## src/rtl/wb_scoreboard.sv

```systemverilog
// In-order completion tracker: allocates sids, records writebacks, retires up to two oldest done entries per cycle.
// Retire is combinational from registered state (writeback to retire is one cycle); alloc_ready_o drops below two free entries or on redirect.
module wb_scoreboard #(
    parameter int SB_AW = 3
) (
    input  logic              clk,
    input  logic              rst_n,
    input  logic              alloc0_valid_i,
    input  logic [4:0]        alloc0_rd_i,
    input  logic              alloc1_valid_i,
    input  logic [4:0]        alloc1_rd_i,
    output logic              alloc_ready_o,
    output logic [SB_AW:0]    alloc0_sid_o,
    output logic [SB_AW:0]    alloc1_sid_o,
    input  logic              wb0_valid_i,
    input  logic [SB_AW:0]    wb0_sid_i,
    input  logic [63:0]       wb0_value_i,
    input  logic              wb1_valid_i,
    input  logic [SB_AW:0]    wb1_sid_i,
    input  logic [63:0]       wb1_value_i,
    input  logic              redirect_i,
    input  logic [SB_AW:0]    redirect_sid_i,
    output logic              retire0_valid_o,
    output logic [4:0]        retire0_rd_o,
    output logic [63:0]       retire0_value_o,
    output logic [SB_AW:0]    retire0_sid_o,
    output logic              retire1_valid_o,
    output logic [4:0]        retire1_rd_o,
    output logic [63:0]       retire1_value_o,
    output logic [SB_AW:0]    retire1_sid_o,
    output logic [31:0]       rd_busy_o,
    output logic [SB_AW:0]    count_o
);
    localparam int SW    = SB_AW + 1;
    localparam int DEPTH = 2 ** SB_AW;
    localparam logic [SW-1:0] LP_ONE     = SW'(1);
    localparam logic [SW-1:0] LP_TWO     = SW'(2);
    localparam logic [SW-1:0] LP_RDY_MAX = SW'(DEPTH - 2);

    logic [DEPTH-1:0] r_vld;
    logic [DEPTH-1:0] r_done;
    logic [4:0]       r_rd  [DEPTH];
    logic [63:0]      r_val [DEPTH];
    logic [SW-1:0]    r_head;
    logic [SW-1:0]    r_tail;

    logic [SW-1:0]    w_count;
    logic [SW-1:0]    w_head1;
    logic [SB_AW-1:0] w_h0;
    logic [SB_AW-1:0] w_h1;
    logic [SW-1:0]    w_redir_rel;
    logic             w_redir_ok;
    logic [SW-1:0]    w_wb0_rel;
    logic [SW-1:0]    w_wb1_rel;
    logic             w_wb0_ok;
    logic             w_wb1_ok;
    logic             w_alloc0;
    logic             w_alloc1;
    logic [SW-1:0]    w_nret;
    logic [SW-1:0]    w_nalloc;
    logic [DEPTH-1:0] w_clr;
    logic [31:0]      w_busy;
    logic [SB_AW-1:0] w_off;
    logic             w_live;

    assign w_count = r_tail - r_head;
    assign w_head1 = r_head + LP_ONE;
    assign w_h0    = r_head[SB_AW-1:0];
    assign w_h1    = w_head1[SB_AW-1:0];

    // Window membership is the distance from head compared against the live count, so it survives pointer wrap.
    assign w_redir_rel = redirect_sid_i - r_head;
    assign w_redir_ok  = redirect_i && (w_redir_rel < w_count);
    assign w_wb0_rel   = wb0_sid_i - r_head;
    assign w_wb1_rel   = wb1_sid_i - r_head;
    assign w_wb0_ok    = wb0_valid_i && (w_wb0_rel < w_count) && (!w_redir_ok || (w_wb0_rel <= w_redir_rel));
    assign w_wb1_ok    = wb1_valid_i && (w_wb1_rel < w_count) && (!w_redir_ok || (w_wb1_rel <= w_redir_rel));

    assign alloc_ready_o = (w_count <= LP_RDY_MAX) && !redirect_i;
    assign alloc0_sid_o  = r_tail;
    assign alloc1_sid_o  = r_tail + LP_ONE;
    assign w_alloc0      = alloc_ready_o && alloc0_valid_i;
    assign w_alloc1      = w_alloc0 && alloc1_valid_i;

    // A redirect on the head sid squashes head+1, so it must not retire alongside head.
    assign retire0_valid_o = (w_count != '0) && r_done[w_h0];
    assign retire1_valid_o = retire0_valid_o && (w_count >= LP_TWO) && r_done[w_h1]
                             && !(w_redir_ok && (w_redir_rel == '0));
    assign retire0_rd_o    = r_rd[w_h0];
    assign retire0_value_o = r_val[w_h0];
    assign retire0_sid_o   = r_head;
    assign retire1_rd_o    = r_rd[w_h1];
    assign retire1_value_o = r_val[w_h1];
    assign retire1_sid_o   = w_head1;

    assign w_nret   = SW'(retire0_valid_o) + SW'(retire1_valid_o);
    assign w_nalloc = SW'(w_alloc0) + SW'(w_alloc1);
    assign count_o  = w_count;
    assign rd_busy_o = w_busy;

    always_comb begin
        w_clr  = '0;
        w_busy = '0;
        w_off  = '0;
        w_live = 1'b0;
        for (int i = 0; i < DEPTH; i++) begin
            w_off  = SB_AW'(i) - w_h0;
            w_live = ({1'b0, w_off} < w_count);
            if ((retire0_valid_o && (w_h0 == SB_AW'(i))) ||
                (retire1_valid_o && (w_h1 == SB_AW'(i))) ||
                (w_redir_ok && w_live && ({1'b0, w_off} > w_redir_rel))) begin
                w_clr[i] = 1'b1;
            end
            if (r_vld[i] && (r_rd[i] != 5'd0)) begin
                w_busy[r_rd[i]] = 1'b1;
            end
        end
    end

    always_ff @(posedge clk or negedge rst_n) begin
        if (!rst_n) begin
            r_head <= '0;
            r_tail <= '0;
            r_vld  <= '0;
            r_done <= '0;
            for (int i = 0; i < DEPTH; i++) begin
                r_rd[i]  <= '0;
                r_val[i] <= '0;
            end
        end else begin
            r_head <= r_head + w_nret;
            r_tail <= w_redir_ok ? (redirect_sid_i + LP_ONE) : (r_tail + w_nalloc);
            // Later statements win: wb0 over wb1 on a shared sid, and clear over everything.
            for (int i = 0; i < DEPTH; i++) begin
                if (w_wb1_ok && (wb1_sid_i[SB_AW-1:0] == SB_AW'(i))) begin
                    r_done[i] <= 1'b1;
                    r_val[i]  <= wb1_value_i;
                end
                if (w_wb0_ok && (wb0_sid_i[SB_AW-1:0] == SB_AW'(i))) begin
                    r_done[i] <= 1'b1;
                    r_val[i]  <= wb0_value_i;
                end
                if (w_alloc0 && (alloc0_sid_o[SB_AW-1:0] == SB_AW'(i))) begin
                    r_vld[i]  <= 1'b1;
                    r_done[i] <= 1'b0;
                    r_rd[i]   <= alloc0_rd_i;
                end
                if (w_alloc1 && (alloc1_sid_o[SB_AW-1:0] == SB_AW'(i))) begin
                    r_vld[i]  <= 1'b1;
                    r_done[i] <= 1'b0;
                    r_rd[i]   <= alloc1_rd_i;
                end
                if (w_clr[i]) begin
                    r_vld[i]  <= 1'b0;
                    r_done[i] <= 1'b0;
                end
            end
        end
    end
endmodule

```

## config.mk

```make
export PLATFORM = sky130hd
export DESIGN_NAME = wb_scoreboard
export DESIGN_NICKNAME = d
export VERILOG_FILES = /design/src/rtl/wb_scoreboard.sv
export SDC_FILE = /design/constraint.sdc
export NUM_CORES = 2
export LEC_CHECK = 0
export BUFFER_PORTS_ARGS = -buffer_cell sky130_fd_sc_hd__buf_2
export CAP_MARGIN = 10
export CELL_PAD_IN_SITES_DETAIL_PLACEMENT = 1
export CELL_PAD_IN_SITES_GLOBAL_PLACEMENT = 1
export CORE_MARGIN = 5
export CORE_UTILIZATION = 40
export DETAILED_ROUTE_END_ITERATION = 10
export HOLD_SLACK_MARGIN = 0.1
export PLACE_DENSITY_LB_ADDON = 0.08
export SKIP_CTS_REPAIR_TIMING = 1
export SYNTH_ARGS = -nofsm -noshare
export SYNTH_HDL_FRONTEND = slang
export SYNTH_SLANG_ARGS = --single-unit
```

## constraint.sdc

```tcl
create_clock -name clk -period 4.7 [get_ports clk]
set_input_delay 0.47 -clock clk [delete_from_list [all_inputs] [get_ports clk]]
set_output_delay 0.47 -clock clk [all_outputs]
set_load 0.05 [all_outputs]
```

# Word-level counts from Yosys, hierarchy flattened
# Index checks and enable logic that the tools add are counted.
# word_totals
reg_bits	576
inputBits	157
out_inout_bits	193
wordCells	454
# classes
n_addsub	19
magnitude_cmp	43
n_eq_ne	42
n_mux	145
bitwise_logic	9
n_reduce_logical	162
# ops
operator	count
$mux 64	20
$bmux 64 s3	2
$mux 32	8
$or 32x32->32	7
$mux 5	20
$logic_and 1x1->1	93
$mux 1	82
$reduce_bool 5->1	16
$eq 3x3->1 const B	24
$lt 5x6->1 const B	8
$demux 1 s5	8
$ge 5x1->1 const B	8
$eq 3x2->1 const B	12
$gt 3x4->1	8
$lt 3x4->1	8
$reduce_bool 2->1	16
$bmux 5 s3	2
$reduce_bool 3->1	8
$eq 3x1->1 const B	6
$logic_not 3->1	6
$logic_or 1x1->1	18
$sub 4x4->4	4
$add 4x1->4 const B	3
$lt 4x4->1	3
16 further kinds	30

# Depth between registers and ports, before layout
# logic_depth
word_depth	19
depth_mapped	19
mapped_depth_nobuf	16

# Least setup slack after synthesis
# No wires, ideal clock.
# synth_path
path_type	reg2reg
startpoint	register r_tail[0] (netlist: alloc0_sid_o[0])
endpoint	register r_val[310] in the netlist's numbering
setup_time_ns	0.137
t_arrival_ns	5.374
required_time_ns	4.563
path_slack_ns	-0.811
path_stages_with_launch	16
n_path_buf	3
period_less_slack_ns	5.511
path_cell_list	dfrtp_1 -> inv_1 -> ha_1 -> fa_1 -> xnor2_1 -> inv_1 -> ha_1 -> o21ai_0 -> nand3b_1 -> a211oi_4 -> or4_1 -> clkbuf_1 -> buf_4 -> buf_6 -> mux2i_1 -> a21oi_1
# synth_between
elab_chain_len	8
word_cells_on_any_way	16
cone_classes	add/sub (1); order compare (3); mux (1); reduce/logical (11)
# synth_rtl
item	line	text
from (decl)	45	logic [SW-1:0] r_tail;
from (signal assigned)	132	r_tail <= w_redir_ok ? (redirect_sid_i + LP_ONE) : (r_tail + w_nalloc);
$sub 4x4->4 (*)	66	assign w_count = r_tail - r_head;
via count_o[2]	32	output logic [SB_AW:0] count_o
$lt 4x4->1	73	assign w_redir_ok = redirect_i && (w_redir_rel < w_count);
$logic_and 1x1->1	73	
$logic_not 1->1	76, 77	
$logic_or 1x1->1, on equally long branches	76, 77	
$logic_and 1x1->1, on equally long branches	76, 77	
$logic_and 1x1->1, on equally long branches	139, 135	
$mux 64 or $reduce_bool 2->1 (tied branches)	-	
to (signal, indexed assignment)	137	r_val[i] <= wb1_value_i;
to (signal, indexed assignment)	141	r_val[i] <= wb0_value_i;
to (decl)	43	logic [63:0] r_val [DEPTH];
# Mark *: on every way through the listed nets, which the timed path passes. The rest lies on a longest branch.
# A chain may end at the register's enable or synchronous reset.

# Final worst setup path
# layout_path
startpoint	register r_tail[0] (netlist: alloc0_sid_o[0])
endpoint	register r_val[370] in the netlist's numbering
# layout_between
elab_chain_len	8
word_cells_on_any_way	16
cone_classes	add/sub (1); order compare (3); mux (1); reduce/logical (11)
# layout_rtl
item	line
$sub 4x4->4 (*)	66
$lt 4x4->1	73
$logic_and 1x1->1	73
$logic_not 1->1	76, 77
$logic_or 1x1->1, on equally long branches	76, 77
$logic_and 1x1->1, on equally long branches	76, 77
$logic_and 1x1->1, on equally long branches	139, 135
$mux 64 or $reduce_bool 2->1 (tied branches)	-
# Every way passes the cells marked *; elsewhere a longest branch is shown, timed or not.

==> out/metrics.yaml <==
syn_to_final_growth_pct: 12.6
cts_tree: "built"
viasPerCell: 6.03
busiest_layer: "met2"
root_buffer: "clkbuf_16"
ys_seq_elements: 576
status: "completed"
worstPathMaxFanout: 31
placed_area_mm2: 0.0422
wirelength_mm: 152
dieArea_mm2: 0.106
initial_core_util_pct: 40.3
use_met3_pct: 4.33
ys_seq_area_share_pct: 36.4
antenna_found_initial: 21
syn-cell-area_mm2: 0.0396
clock_path_buffers: 3
wire_per_inst_um: 27.7
cp.required_ns: 5.19
hp-class: "primary input to register"
via_count: 33100
io_buffers: 348
antenna_left: 0
die_x_um: 325
num_rows: 115
coreArea_mm2: 0.0984
grtUsageTotal_pct: 28.1
max_slew_margin_pct: 31.9
synth_fp_nets: 4300
fmax_mhz: 226
synthFlopType: "dfrtp_1"
fin_skew_ns: 0.0221
place_congestion: 0.942
io_pins: 350
clock_latency_ns: 0.63
grt_use_met2_pct: 47.1
dr.pass1.iters: 5
critical_path_arrival_ns: 4.92
hold_violations: 0
remaining_drc_errors: 0
cts_buffers: 72
grt_pass1_wl_mm: 230
use_met1_pct: 38.2
synthArstFlopShare_pct: 100
grt_pass1_vias: 34600
setup_viol: 0
synth_warnings: 0
worst_pin_slew_ns: 1.02
dp_hpwl_mm: 97.5
cts_sinks: 576
grt_max_degree: 118
synth_edf_count: 0
final_nets: 4363
drt-initial-drc-count: 2543
synth_cell_types: 72
worst_setup_path_end_kind: "register"
maxCapViolCount: 0
fin_crit_sh_pct: 94.2
path_class: "register to register"
gr-total-overflow: 0
period_minus_slack_ns: 4.43
die_y_um: 325
finalMaxSlewViolations: 0
rsz0062_at_grt: "false"
htreeDepth: 3
design_area_mm2: 0.0446
clk_pin_slew_ns: 0.06
cp-start-kind: "register"
drive_above_1_share_pct: 21.5
syn_inst: 4061
fin_util_pct: 45.4
postSynthAreaPerCell_um2: 9.76
==> worst paths after layout <==
path                            cells after the start    endpoint  slack, ns            start
worst max-delay path                               14  r_val[370]       0.27  alloc0_sid_o[0]
worst min-delay path                                3  r_val[379]       0.15  wb0_value_i[59]
worst max register to register                     14  r_val[370]       0.27  alloc0_sid_o[0]
worst min register to register                      2  r_val[248]       0.57       r_val[248]
max in group asynchronous                           3  r_val[412]       2.97            rst_n
min in group asynchronous                           2    r_rd[36]       0.41            rst_n
==> worst max-delay path: stages, from the launching register on <==
cell and delay, ns:
dfrtp_2 0.45, inv_1 0.12, ha_1 0.26, fa_1 0.50, xnor2_4 0.22, inv_1 0.11
ha_1 0.23, nor4b_2 0.36, o21ai_2 0.19, a211oi_4 0.40, buf_4 0.23, or4_4 0.15
buf_4 0.64, mux2i_1 0.28, o21ai_1 0.07
==> flip-flops by register name (all words and copies together) (netlist names) <==
| register | flops |
|---|---|
| alloc0_sid_o | 4 |
| r_done | 8 |
| r_rd | 40 |
| r_val | 512 |
| r_vld | 8 |
| retire0_sid_o | 4 |
==> layout make-up <==
type	count	area, µm²
tap	1287	1610
sequential	576	14400
clock buffer	108	2180
antenna	13	32.5
multi-input combinational	2988	23100
fill	11100	53800
timing repair buffer	442	2920
inverter	44	178
clock inverter	22	233
==> cells in the mapped netlist (all sizes together) (5+ instances only) <==
cell	number	area [µm²]
a2111oi	6	103
a211o	5	43.8
a211oi	18	178
a21o	14	105
a21oi	303	1520
a221oi	11	109
and2	11	68.8
and3	11	68.8
buf	220	1300
clkbuf	233	875
dfrtp	576	14400
fa	8	160
ha	74	926
inv	44	165
mux2i	552	5530
mux4	280	6310
nand2	741	2780
nand2b	19	119
nand3	38	190
nand3b	24	180
nand4	6	37.5
nor2	326	1220
nor2b	27	171
nor3	13	65.1
nor3b	8	65.1
nor4	12	81.3
nor4b	6	71.3
o21a	6	45.0
o21ai	291	1460
o22ai	89	557
or2	7	43.8
or3	5	31.3
or3b	7	61.3
or4	16	120
xnor2	13	114
xor2	7	61.3
==> metrics by stage <==
step / cells / hold WS [ns] / TNS, ns / setup slack, ns
2_1_floorplan: 4061 / 0.174 / -0.155 / -0.00393
3_3_place_gp: 5336 / 0.535 / 0 / 0.379
3_5_place_dp: 5336 / 0.528 / 0 / 0.289
4_1_cts: 5466 / -0.164 / -0.0110 / -0.0110
5_1_grt: 5473 / 0.144 / 0 / 0.00203
6_report: 5480 / 0.146 / 0 / 0.271
==> logic make-up after synthesis <==
logic type / share of synthesized area, %
buffers and inverters: 5.90
AOI/OAI and AO/OA: 11.0
adders and majority gates: 2.74
DFF: 36.4
other: 0.00946
and+or+nand+nor: 13.6
muxes: 29.9
xor gates and xnor gates: 0.442
==> metal layers <==
layer  part of all wire [%]  routed length [µm]
met4                    2.7                4070
met1                     44               66500
met2                     48               72900
met5                  0.043                  65
met3                    5.3                8020
==> layout by cell type (no fill, tap or decap), types with 8 or more instances in the layout <==
cell type / n
a211oi_1: 12
a21o_1: 14
a21oi_1: 303
a221oi_1: 9
and2_1: 10
and3_1: 11
buf_12: 36
buf_2: 347
buf_4: 55
clkbuf_1: 12
clkbuf_16: 72
clkbuf_8: 24
clkinv_2: 11
dfrtp_1: 572
diode_2: 13
fa_1: 8
ha_1: 72
inv_1: 40
mux2i_1: 552
mux4_2: 280
nand2_1: 741
nand2b_1: 19
nand3_1: 38
nand3b_1: 24
nor2_1: 325
nor2b_1: 26
nor3_1: 12
nor4_1: 9
o21ai_0: 157
o21ai_1: 132
o22ai_1: 89
or4_1: 13
xnor2_1: 12
Power is not shown: default switching activity piles up to over one toggle a cycle in this logic, so the estimate is an artifact.
